===== src/rtl/mem_access_ctrl.sv =====
// mem_access_ctrl: turns byte/halfword loads and stores into little-endian
// single-byte data_memory accesses, stalling the pipeline until the response pulse.
module mem_access_ctrl #(
    parameter int ADDR_W = 8,
    parameter int BYTE_W = 8
) (
    input  logic                clk,
    input  logic                rst,
    input  logic                req_valid,
    input  logic                req_write,
    input  logic                req_half,
    input  logic [ADDR_W-1:0]   req_addr,
    input  logic [2*BYTE_W-1:0] req_wdata,
    output logic                stall,
    output logic                resp_valid,
    output logic [2*BYTE_W-1:0] resp_rdata,
    output logic [ADDR_W-1:0]   dm_addr,
    output logic [BYTE_W-1:0]   dm_wdata,
    output logic                dm_write_en,
    output logic                dm_read,
    input  logic [BYTE_W-1:0]   dm_rdata
);
    typedef enum logic [1:0] {IDLE, LO, HI, RESP} state_t;

    state_t              state_q, state_d;
    logic [ADDR_W-1:0]   addr_q, addr_d;
    logic [2*BYTE_W-1:0] wdata_q, wdata_d, rdata_q, rdata_d;
    logic                write_q, write_d, half_q, half_d;
    logic [BYTE_W-1:0]   lo_q, lo_d;

    assign resp_rdata = rdata_q;

    always_comb begin
        state_d     = state_q;
        addr_d      = addr_q;
        wdata_d     = wdata_q;
        write_d     = write_q;
        half_d      = half_q;
        lo_d        = lo_q;
        rdata_d     = rdata_q;
        stall       = 1'b0;
        resp_valid  = 1'b0;
        dm_addr     = '0;
        dm_wdata    = '0;
        dm_write_en = 1'b0;
        dm_read     = 1'b0;
        case (state_q)
            IDLE: if (req_valid) begin
                addr_d  = req_addr;
                wdata_d = req_wdata;
                write_d = req_write;
                half_d  = req_half;
                stall   = 1'b1;
                state_d = LO;
            end
            LO: begin
                stall       = 1'b1;
                dm_addr     = addr_q;
                dm_read     = !write_q;
                dm_write_en = write_q;
                dm_wdata    = write_q ? wdata_q[BYTE_W-1:0] : '0;
                lo_d        = write_q ? lo_q : dm_rdata;
                // a byte access finishes here, so the result is formed straight from the bus
                rdata_d     = half_q ? rdata_q : (write_q ? '0 : {{BYTE_W{1'b0}}, dm_rdata});
                state_d     = half_q ? HI : RESP;
            end
            HI: begin
                stall       = 1'b1;
                dm_addr     = addr_q + ADDR_W'(1);
                dm_read     = !write_q;
                dm_write_en = write_q;
                dm_wdata    = write_q ? wdata_q[2*BYTE_W-1:BYTE_W] : '0;
                rdata_d     = write_q ? '0 : {dm_rdata, lo_q};
                state_d     = RESP;
            end
            RESP: begin
                resp_valid = 1'b1;
                state_d    = IDLE;
            end
        endcase
    end

    always_ff @(posedge clk or posedge rst) begin
        if (rst) begin
            state_q <= IDLE;
            addr_q  <= '0;
            wdata_q <= '0;
            write_q <= 1'b0;
            half_q  <= 1'b0;
            lo_q    <= '0;
            rdata_q <= '0;
        end else begin
            state_q <= state_d;
            addr_q  <= addr_d;
            wdata_q <= wdata_d;
            write_q <= write_d;
            half_q  <= half_d;
            lo_q    <= lo_d;
            rdata_q <= rdata_d;
        end
    end
endmodule


===== config.mk =====
export PLATFORM = sky130hd
export DESIGN_NAME = mem_access_ctrl
export DESIGN_NICKNAME = d
export VERILOG_FILES = /design/src/rtl/mem_access_ctrl.sv
export SDC_FILE = /design/constraint.sdc
export NUM_CORES = 1
export LEC_CHECK = 0
export CELL_PAD_IN_SITES_DETAIL_PLACEMENT = 0
export CELL_PAD_IN_SITES_GLOBAL_PLACEMENT = 1
export CORE_MARGIN = 1
export CORE_UTILIZATION = 35
export CTS_BUF_LIST = sky130_fd_sc_hd__clkbuf_8
export DETAILED_ROUTE_END_ITERATION = 7
export GPL_ROUTABILITY_DRIVEN = 0
export PLACE_DENSITY_LB_ADDON = 0.1
export SLEW_MARGIN = 25
export SYNTH_ARGS = -nofsm -noshare
export SYNTH_HDL_FRONTEND = slang
export SYNTH_SLANG_ARGS = --single-unit

===== constraint.sdc =====
create_clock -name clk -period 2.29 [get_ports clk]
set_clock_uncertainty 0.2 [all_clocks]
set_input_delay 0.687 -clock clk [delete_from_list [all_inputs] [get_ports clk]]
set_output_delay 0.687 -clock clk [all_outputs]
set_load 0.01 [all_outputs]

==> results.yml, run 1 <==
critical_path:
  crit_chain: "inv_2 -> buf_6 -> ha_4 -> bufbuf_16 -> nand2_1 -> a31oi_4 -> buf_6"
  path_delay_family: "buffers and inverters"
  cp_slowest_cell: "dfrtp_1"
  cp-start-kind: "flop"
  path_buf_inv: 4
  slowest_delay_ns: 0.41
  cpMostUsedCell: "buf_6"
  worstPathArrival_ns: 1.76
  worstPathMaxFanout: 8
  crit_type: "flop to output port"
  required_ns: 1.40
  worst_setup_path_end_kind: "output port"
yosys:
  ys.flop_type: "dfrtp_1"
  synth.yosys.seq_area_share: 0.502
  synth_seq_cells: 52
  synthMuxAreaShare: 0.247
  ys_types: 35
  async_reset_ff_frac: 1.00
  synth_compound_area_frac: 0.0715
  synth_fa_ha_area_frac: 0.0290
  synth_top_family_by_area: "multiplexers"
  synth_cells: 224
  synth_edf_count: 0
  synth_warnings: 0
  syn-cell-area_um2: 2590
  yosys.area_share.simple: 0.0986
  synth.avg_cell_area_um2: 11.6
  syn_nets: 267
  synth_xor_area_frac: 0.00338
final_layout:
  synthToLayoutAreaGrowth_pct: 55.4
  final_common_cell: "dfrtp_1"
  most-common-layout-cells: "52 x dfrtp_1, 51 x clkdlybuf4s50_1, 40 x mux2_2, 31 x buf_4"
  diodes: 0
  fin_area_um2: 4020
  drive_above_1_share: 0.452
  nNetsFinal: 378
sta:
  worstMarginPinSlew_ns: 0.378
  drv_slew: 0
  hold_ws_ns: 0.313
  timing.final.crit_share: 1.16
  fmax_mhz: 377
  hold_viol: 0
  rsz0062_at_grt: "true"
  setup_ws_ns: -0.361
  min_period_ns: 2.65
  setup_viol: 19
  slew_headroom: 0.748
detailed_routing:
  drc: 0
  num_vias: 2040
  wl_per_cell_um: 14.9
  drt-total-wl_um: 6450
  dr.pass1.iters: 4
  routed.top_layer: "met4"
  wl_met3_um: 216
  drt_iter0_markers: 58
  wl_met2_um: 3160
  wl_met1_um: 3060
  drtAntennaViolNets: 0
  viasPerCell: 4.72
global_routing:
  grt_pass1_wl_um: 10700
  grt_usage: 0.182
  overflow: 0
  grt_max_degree: 27
  grt_pass1_vias: 2132
  antenna_found_initial: 0
power_and_ir_drop:
  p_clk_frac: 0.094
  internal_power_mw: 3.62
  comb_power_share: 0.626
  leakage_nw: 1.75
  power_density_nw_per_um2: 1460
  switching_share: 0.382
  vdd.ir_drop.worst_mv: 0.778
  p_sw_mw: 2.24
  sequentialPowerShare: 0.281
placed_design:
  dp_slack_ns: -0.536
  dpl_cell_area_um2: 3680
  port-buffer-count: 72
  hpwlAfterDp_um: 4340
floorplanning:
  die_w_um: 88.0
  coreArea_um2: 6980
  row_count: 30
  io_pins: 73
  die-area_um2: 7750
  start_util: 0.371
  die_y_um: 88.0
clock_tree:
  clk_latency_ns: 0.31
  htree_num_levels: 2
  ctsHoldBuffers: 0
  cts_tree: "yes"
  cts_buffers: 5
  cts.sinks: 52
  cts_buffer_depth: 2
  clk_pin_slew_ns: 0.10
  root_buffer: "clkbuf_8"
run_status:
  status: "complete, but fails checks"
  violations: "negative setup slack"
flow_run:
  drv_cap: 0
hold_path:
  hold_path.class: "flop to flop"
-- power by group through the flow --
stage / logic [mW] / clock network [mW] / registers, mW
detailed placement: 3.14 / 0 / 1.64
global placement: 3.10 / 0 / 1.63
floorplan: 1.73 / 0 / 1.67
CTS: 3.54 / 0.570 / 1.64
global route: 3.98 / 0.604 / 1.71
finish: 3.67 / 0.549 / 1.65
-- stage by stage --
| step | total power [mW] | util | std cells | setup TNS, ns |
|---|---|---|---|---|
| final | 5.87 | 0.576 | 432 | -3.77 |
| after global routing | 6.29 | 0.576 | 432 | -5.37 |
| after CTS | 5.74 | 0.563 | 430 | -4.33 |
| after detailed placement | 4.78 | 0.527 | 411 | -7.55 |
| after global placement | 4.73 | 0.527 | 411 | -7.21 |
| after floorplan | 3.40 | - | 224 | -0.147 |
-- cells by family after synthesis --
group	count (synthesis)
buffers and inverters	26
adders and majority gates	6
and+or+nand+nor	55
AOI/OAI and AO/OA	26
xor gates and xnor gates	1
DFF	52
muxes	58
-- final timing paths --
check	from	end	slack, ns	cells after the start
worst max register to register	state_q[0]	wdata_q[15]	0.18	9
min in group asynchronous	rst	resp_rdata[13]	0.47	2
worst max-delay path	state_q[1]	dm_addr[5]	-0.36	7
worst min-delay path	lo_q[1]	lo_q[1]	0.31	1
worst min register to register	lo_q[1]	lo_q[1]	0.31	1
max in group asynchronous	rst	state_q[1]	0.97	3
-- routing by layer --
| layer | vias to the layer above | global-route usage |
|---|---|---|
| li1 | 1001 | - |
| met1 | 999 | 0.251 |
| met2 | 38 | 0.302 |
| met3 | 2 | 0.0292 |
| met4 | 0 | 0.0396 |
| met5 | - | 0 |
-- repair_timing --
action / in CTS / in global routing
setup endpoints to repair: 20 / 20
setup buffers: 9 / 4
gates resized for setup: 110 / 23
gates cloned: 2 / 0
pin swaps: 14 / 8
-- Yosys cell counts, types with 2 or more instances --
cell type / instances / area, um^2
o21ai_0: 5 / 25.0
nor2b_1: 4 / 25.0
mux2_2: 40 / 450
clkbuf_1: 2 / 7.51
nand3_1: 7 / 35.0
buf_6: 2 / 22.5
buf_2: 6 / 30.0
or4_1: 2 / 15.0
a22oi_1: 9 / 67.6
o31ai_1: 2 / 15.0
ha_1: 6 / 75.1
dfrtp_1: 52 / 1300
a21oi_1: 3 / 15.0
nand2_1: 17 / 63.8
inv_1: 13 / 48.8
mux2i_1: 16 / 160
mux2_4: 2 / 30.0
nor2_1: 19 / 71.3
-- worst reg2reg max path, delay by kind of cell (launching register included) --
family | cells | cell delay [ns]
adder cells (fa/ha/maj) | 1 | 0.16
AND/OR/NAND/NOR | 1 | 0.09
multiplexers | 1 | 0.40
flip-flops | 1 | 0.37
buffers and inverters | 6 | 0.78
-- cell type report --
cell class              count  area, um^2
multi-input cells         147        1380
repair buffers            115        1080
inverters                  14        55.1
flip-flops and latches     52        1300
clock inverters             3        26.3
fillers                   625        2960
clock buffers               5        68.8
well taps                  96         120
-- registers in the layout, indices dropped and copies added, names as in the netlist --
register    cells
write_q         1
lo_q            8
resp_rdata     16
wdata_q        16
state_q         2
half_q          1
addr_q          8
No activity file was read; power rests on OpenSTA's default activity.
==> inputs of run 2 (changes only) <==
--- a/config.mk
+++ b/config.mk
@@ -8,7 +8,7 @@
 export CELL_PAD_IN_SITES_DETAIL_PLACEMENT = 0
 export CELL_PAD_IN_SITES_GLOBAL_PLACEMENT = 1
 export CORE_MARGIN = 1
-export CORE_UTILIZATION = 35
+export CORE_UTILIZATION = 38
 export CTS_BUF_LIST = sky130_fd_sc_hd__clkbuf_8
 export DETAILED_ROUTE_END_ITERATION = 7
 export GPL_ROUTABILITY_DRIVEN = 0
==> constraint.sdc (replaced) <==
create_clock -name clk -period 2.9 [get_ports clk]
set_clock_uncertainty 0.2 [all_clocks]
set_input_delay 0.87 -clock clk [delete_from_list [all_inputs] [get_ports clk]]
set_output_delay 0.87 -clock clk [all_outputs]
set_load 0.01 [all_outputs]
==> results.yml, run 2 (synthesized netlist as in run 1, its figures left out) <==
clock_tree:
  ctsHoldBuffers: 0
  root_buffer: "clkbuf_8"
  cts_tree: "yes"
  clk_pin_slew_ns: 0.09
  clk_latency_ns: 0.30
  cts_buffers: 5
  cts_buffer_depth: 2
  cts.sinks: 52
  htree_num_levels: 2
run_status:
  violations: "design-rule violations"
  status: "complete, but fails checks"
sta:
  setup_viol: 0
  fmax_mhz: 346
  min_period_ns: 2.89
  drv_slew: 0
  hold_viol: 0
  setup_ws_ns: 0.00618
  slew_headroom: 0.589
  rsz0062_at_grt: "true"
  timing.final.crit_share: 0.998
  worstMarginPinSlew_ns: 0.615
critical_path:
  worstPathArrival_ns: 1.82
  crit_type: "flop to output port"
  ff2ff_path_depth: 6
  worstPathMaxFanout: 3
  worst_setup_path_end_kind: "output port"
  required_ns: 1.83
  rr_endpoint: "resp_rdata[5]"
  cp-start-kind: "flop"
  r2r_setup_slack_ns: 0.77
  r2r_start: "state_q[1]"
placed_design:
  dp_slack_ns: -0.265
  hpwlAfterDp_um: 4020
  port-buffer-count: 72
  dp_cells: 384
  dpl_cell_area_um2: 3530
detailed_routing:
  wl_per_cell_um: 14.2
  viasPerCell: 4.92
  num_vias: 1939
  drt_iter0_markers: 129
  dr.pass1.iters: 8
  drc: 3
  drt-total-wl_um: 5590
  drtAntennaViolNets: 0
hold_path:
  whs_path_depth: 1
  min_from: "wdata_q[11]"
  whs_endpoint: "wdata_q[11]"
  hold_path.class: "flop to flop"
floorplanning:
  io_pins: 73
  die_y_um: 84.6
  start_util: 0.401
  coreArea_um2: 6460
  die_w_um: 84.6
  row_count: 29
  die-area_um2: 7150
global_routing:
  grt_pass1_vias: 2033
  grt_pass1_wl_um: 9690
  antenna_found_initial: 0
  use_met3: 0.0285
  use_met2: 0.273
  grt.busiest_layer: "met2"
  gr-usage-met1: 0.237
  grt_usage: 0.172
  overflow: 0
  grt_max_degree: 27
final_layout:
  fin_area_um2: 3700
  drive_above_1_share: 0.312
  most-common-layout-cells: "53 x clkdlybuf4s50_1, 50 x dfrtp_1, 40 x mux2_2, 21 x buf_4, 19 x nor2_1"
  layoutNonFillerInstCount: 394
  synthToLayoutAreaGrowth_pct: 42.9
  final_common_cell: "clkdlybuf4s50_1"
  diodes: 0
  postLayoutCoreUtil: 0.573
  nNetsFinal: 359
flow_run:
  drv_cap: 0
power_and_ir_drop:
  power_density_nw_per_um2: 1110
  power_mw: 4.11
  leakage_nw: 1.61
  vdd.ir_drop.worst_mv: 0.397
[run 2: cell count changes in the layout (fill, tap and decap cells not counted), moves of 5 or more]
cell | before | now
buf_2 | 16 | 3
buf_4 | 31 | 21
a22oi_1 | 1 | 9
a22oi_2 | 8 | 0
buf_6 | 9 | 3
clkdlybuf4s15_1 | 1 | 6
dlygate4sd2_1 | 1 | 6
[run 2: final cells by class]
type,instances,area [um^2]
inverters,14,52.6
clock inverters,1,30.0
multi-input cells,146,1220
clock buffers,7,96.3
flip-flops and latches,52,1300
fillers,600,2760
well taps,77,96.3
repair buffers,97,905
[run 2: how the worst max path moves through the flow]
stage          slack (ns)       start    endpoint
2_1_floorplan        0.24  state_q[0]  dm_addr[5]
6_report            0.006  state_q[0]  dm_addr[5]
3_3_place_gp        -0.26   req_valid       stall
3_5_place_dp        -0.26   req_valid       stall
4_1_cts             0.004  state_q[0]  dm_addr[5]
5_1_grt             -0.07  state_q[0]  dm_addr[5]
[run 2: power by group]
part           internal, mW  switching (mW)
combinational          1.27            1.00
sequential             1.08           0.230
clock                 0.305           0.232
[run 2: worst max-delay path, stage by stage (launching register included)]
cell and delay [ns]:
dfrtp_1 0.39, inv_2 0.11, ha_4 0.16, inv_2 0.03, or4_1 0.45, a31oi_1 0.21, buf_2 0.16
[run 2: layer usage]
layer | vias up | part of all wire
li1 | 953 | -
met4 | 0 | 0.012
met2 | 47 | 0.46
met3 | 6 | 0.050
met5 | - | 0
met1 | 933 | 0.48
[run 2: through the flow]
| stage | TNS, ns | hold WS [ns] |
|---|---|---|
| floorplan | 0 | 0.280 |
| global placement | -0.519 | 0.289 |
| detailed placement | -0.596 | 0.294 |
| CTS | 0 | 0.315 |
| global route | -0.0745 | 0.336 |
| finish | 0 | 0.313 |
[run 2: timing repair]
| action | 4_1_cts | 5_1_grt |
|---|---|---|
| pin swaps | 1 | 6 |
| setup buffers | 2 | 0 |
| resized for setup | 38 | 22 |
| setup endpoints to repair | 19 | 17 |
| gates cloned | 0 | 0 |
==> inputs of run 3 (changes only) <==
--- a/config.mk
+++ b/config.mk
@@ -7,7 +7,7 @@
 export LEC_CHECK = 0
 export CELL_PAD_IN_SITES_DETAIL_PLACEMENT = 0
 export CELL_PAD_IN_SITES_GLOBAL_PLACEMENT = 1
-export CORE_MARGIN = 1
+export CORE_MARGIN = 2
 export CORE_UTILIZATION = 38
 export CTS_BUF_LIST = sky130_fd_sc_hd__clkbuf_8
 export DETAILED_ROUTE_END_ITERATION = 7
==> results.yml, run 3 (synthesized netlist as in run 1, its figures left out) <==
sta:
  setup_tns_ns: 0
  hold_viol: 0
  drv_slew: 0
  fmax_mhz: 353
  min_period_ns: 2.83
  hold_ws_ns: 0.315
  worstMarginPinSlew_ns: 0.668
  slew_headroom: 0.553
  setup_viol: 0
  timing.final.crit_share: 0.976
  rsz0062_at_grt: "true"
critical_path:
  rr_endpoint: "resp_rdata[3]"
  worstPathMaxFanout: 12
  required_ns: 1.83
  slowest_delay_ns: 0.39
  critPathCapture: "dm_addr[1]"
  cp_slowest_cell: "dfrtp_1"
  crit_type: "flop to output port"
  worstPathArrival_ns: 1.76
  r2r_start: "state_q[1]"
  crit_chain: "inv_2 -> buf_4 -> ha_2 -> buf_12 -> a22oi_2 -> nor2_1 -> dlygate4sd2_1"
  worst_setup_path_end_kind: "output port"
  cp-start-kind: "flop"
  r2r_setup_slack_ns: 0.74
  ff2ff_path_depth: 6
  cp-startpoint: "state_q[1]"
hold_path:
  hold_path.class: "flop to flop"
  min_from: "wdata_q[6]"
final_layout:
  synthToLayoutAreaGrowth_pct: 41.2
  most-common-layout-cells: "53 x clkdlybuf4s50_1, 50 x dfrtp_1, 40 x mux2_2, 19 x nor2_1, 16 x mux2i_1"
  drive_above_1_share: 0.312
  n_fill_cell: 632
  fin_area_um2: 3660
  nNetsFinal: 352
  diodes: 0
  final_common_cell: "clkdlybuf4s50_1"
  postLayoutCoreUtil: 0.547
detailed_routing:
  drtAntennaViolNets: 0
  num_vias: 1943
  dr.pass1.iters: 4
  drt-total-wl_um: 5860
  wl_per_cell_um: 15.1
  viasPerCell: 5.01
  drc: 0
  drt_iter0_markers: 38
global_routing:
  grt_pass1_vias: 1929
  overflow: 0
  grt_pass1_wl_um: 9350
  grt_usage: 0.160
  grt_max_degree: 29
  antenna_found_initial: 0
placed_design:
  port-buffer-count: 72
  hpwlAfterDp_um: 4090
  dpl_cell_area_um2: 3490
clock_tree:
  htree_num_levels: 2
  cts_buffers: 5
  cts.sinks: 52
  root_buffer: "clkbuf_8"
  cts_tree: "yes"
  cts_buffer_depth: 2
  clk_latency_ns: 0.30
  clk_pin_slew_ns: 0.09
flow_run:
  drv_cap: 0
power_and_ir_drop:
  vdd.ir_drop.worst_mv: 0.348
  power_mw: 4.05
  power_density_nw_per_um2: 1110
  leakage_nw: 1.59
floorplanning:
  die_w_um: 86.6
  start_util: 0.388
  row_count: 30
  die-area_um2: 7490
  die_y_um: 86.6
  io_pins: 73
  coreArea_um2: 6680
run_status:
  status: "complete, no violations"
run 3: cell count changes in the layout (fill, tap and decap cells not counted), moves of 2 or more:
cell / delta
clkdlybuf4s15_1: -4
dlygate4sd2_1: +5
a22oi_1: -6
buf_4: -7
a22oi_2: +6
clkbuf_8: -2
run 3: timing repair:
item / 4_1_cts / 5_1_grt
hold buffers: 0 / 0
pin swaps: 1 / 5
buffers inserted: 1 / 0
setup endpoints to repair: 19 / 16
resized for setup: 40 / 21
run 3: through the flow:
stage          setup slack [ns]  std cells
4_1_cts                 0.00270        388
3_5_place_dp             -0.273        381
5_1_grt                 -0.0239        388
6_report                 0.0710        388
3_3_place_gp             -0.253        381
2_1_floorplan             0.242        224
run 3: where the power goes:
group | internal [mW] | total, mW | switching [mW] | leakage, nW
clock network | 0.248 | 0.481 | 0.232 | 0.0501
registers | 1.08 | 1.33 | 0.252 | 0.635
logic | 1.23 | 2.24 | 1.02 | 0.910
total | 2.55 | 4.05 | 1.50 | 1.59
run 3: layer usage:
layer  track usage  routed length (um)  vias to the layer above
met5             0                   0                        -
met1         0.220                2710                      957
met2         0.256                2820                       43
li1              -                   -                      937
met4        0.0469                  70                        0
met3        0.0362                 258                        6
run 3: worst min path at each step:
stage,to,slack [ns],cells past startpoint
final,wdata_q[6],0.31,1
after CTS,lo_q[1],0.32,1
after global routing,lo_q[1],0.33,1
after detailed placement,lo_q[1],0.30,1
after global placement,lo_q[2],0.29,1
after floorplan,wdata_q[12],0.28,1
run 3: final cells by class:
| cell class | instances | area, um^2 | area share |
|---|---|---|---|
| multi-input combinational | 146 | 1260 | 0.344 |
| timing repair buffer | 90 | 845 | 0.231 |
| clock buffer | 5 | 68.8 | 0.0188 |
| tap | 80 | 100 | 0.0274 |
| clock inverter | 1 | 30.0 | 0.00821 |
| sequential | 52 | 1300 | 0.357 |
| inverter | 14 | 52.6 | 0.0144 |
run 3: worst max-delay path: cells and delay by family (launching register included):
kind                     cells  cell delay, ns
AO/OA/AOI/OAI                1            0.18
flip-flops                   1            0.39
AND/OR/NAND/NOR              1            0.06
adder cells (fa/ha/maj)      1            0.18
buffers and inverters        4            0.64
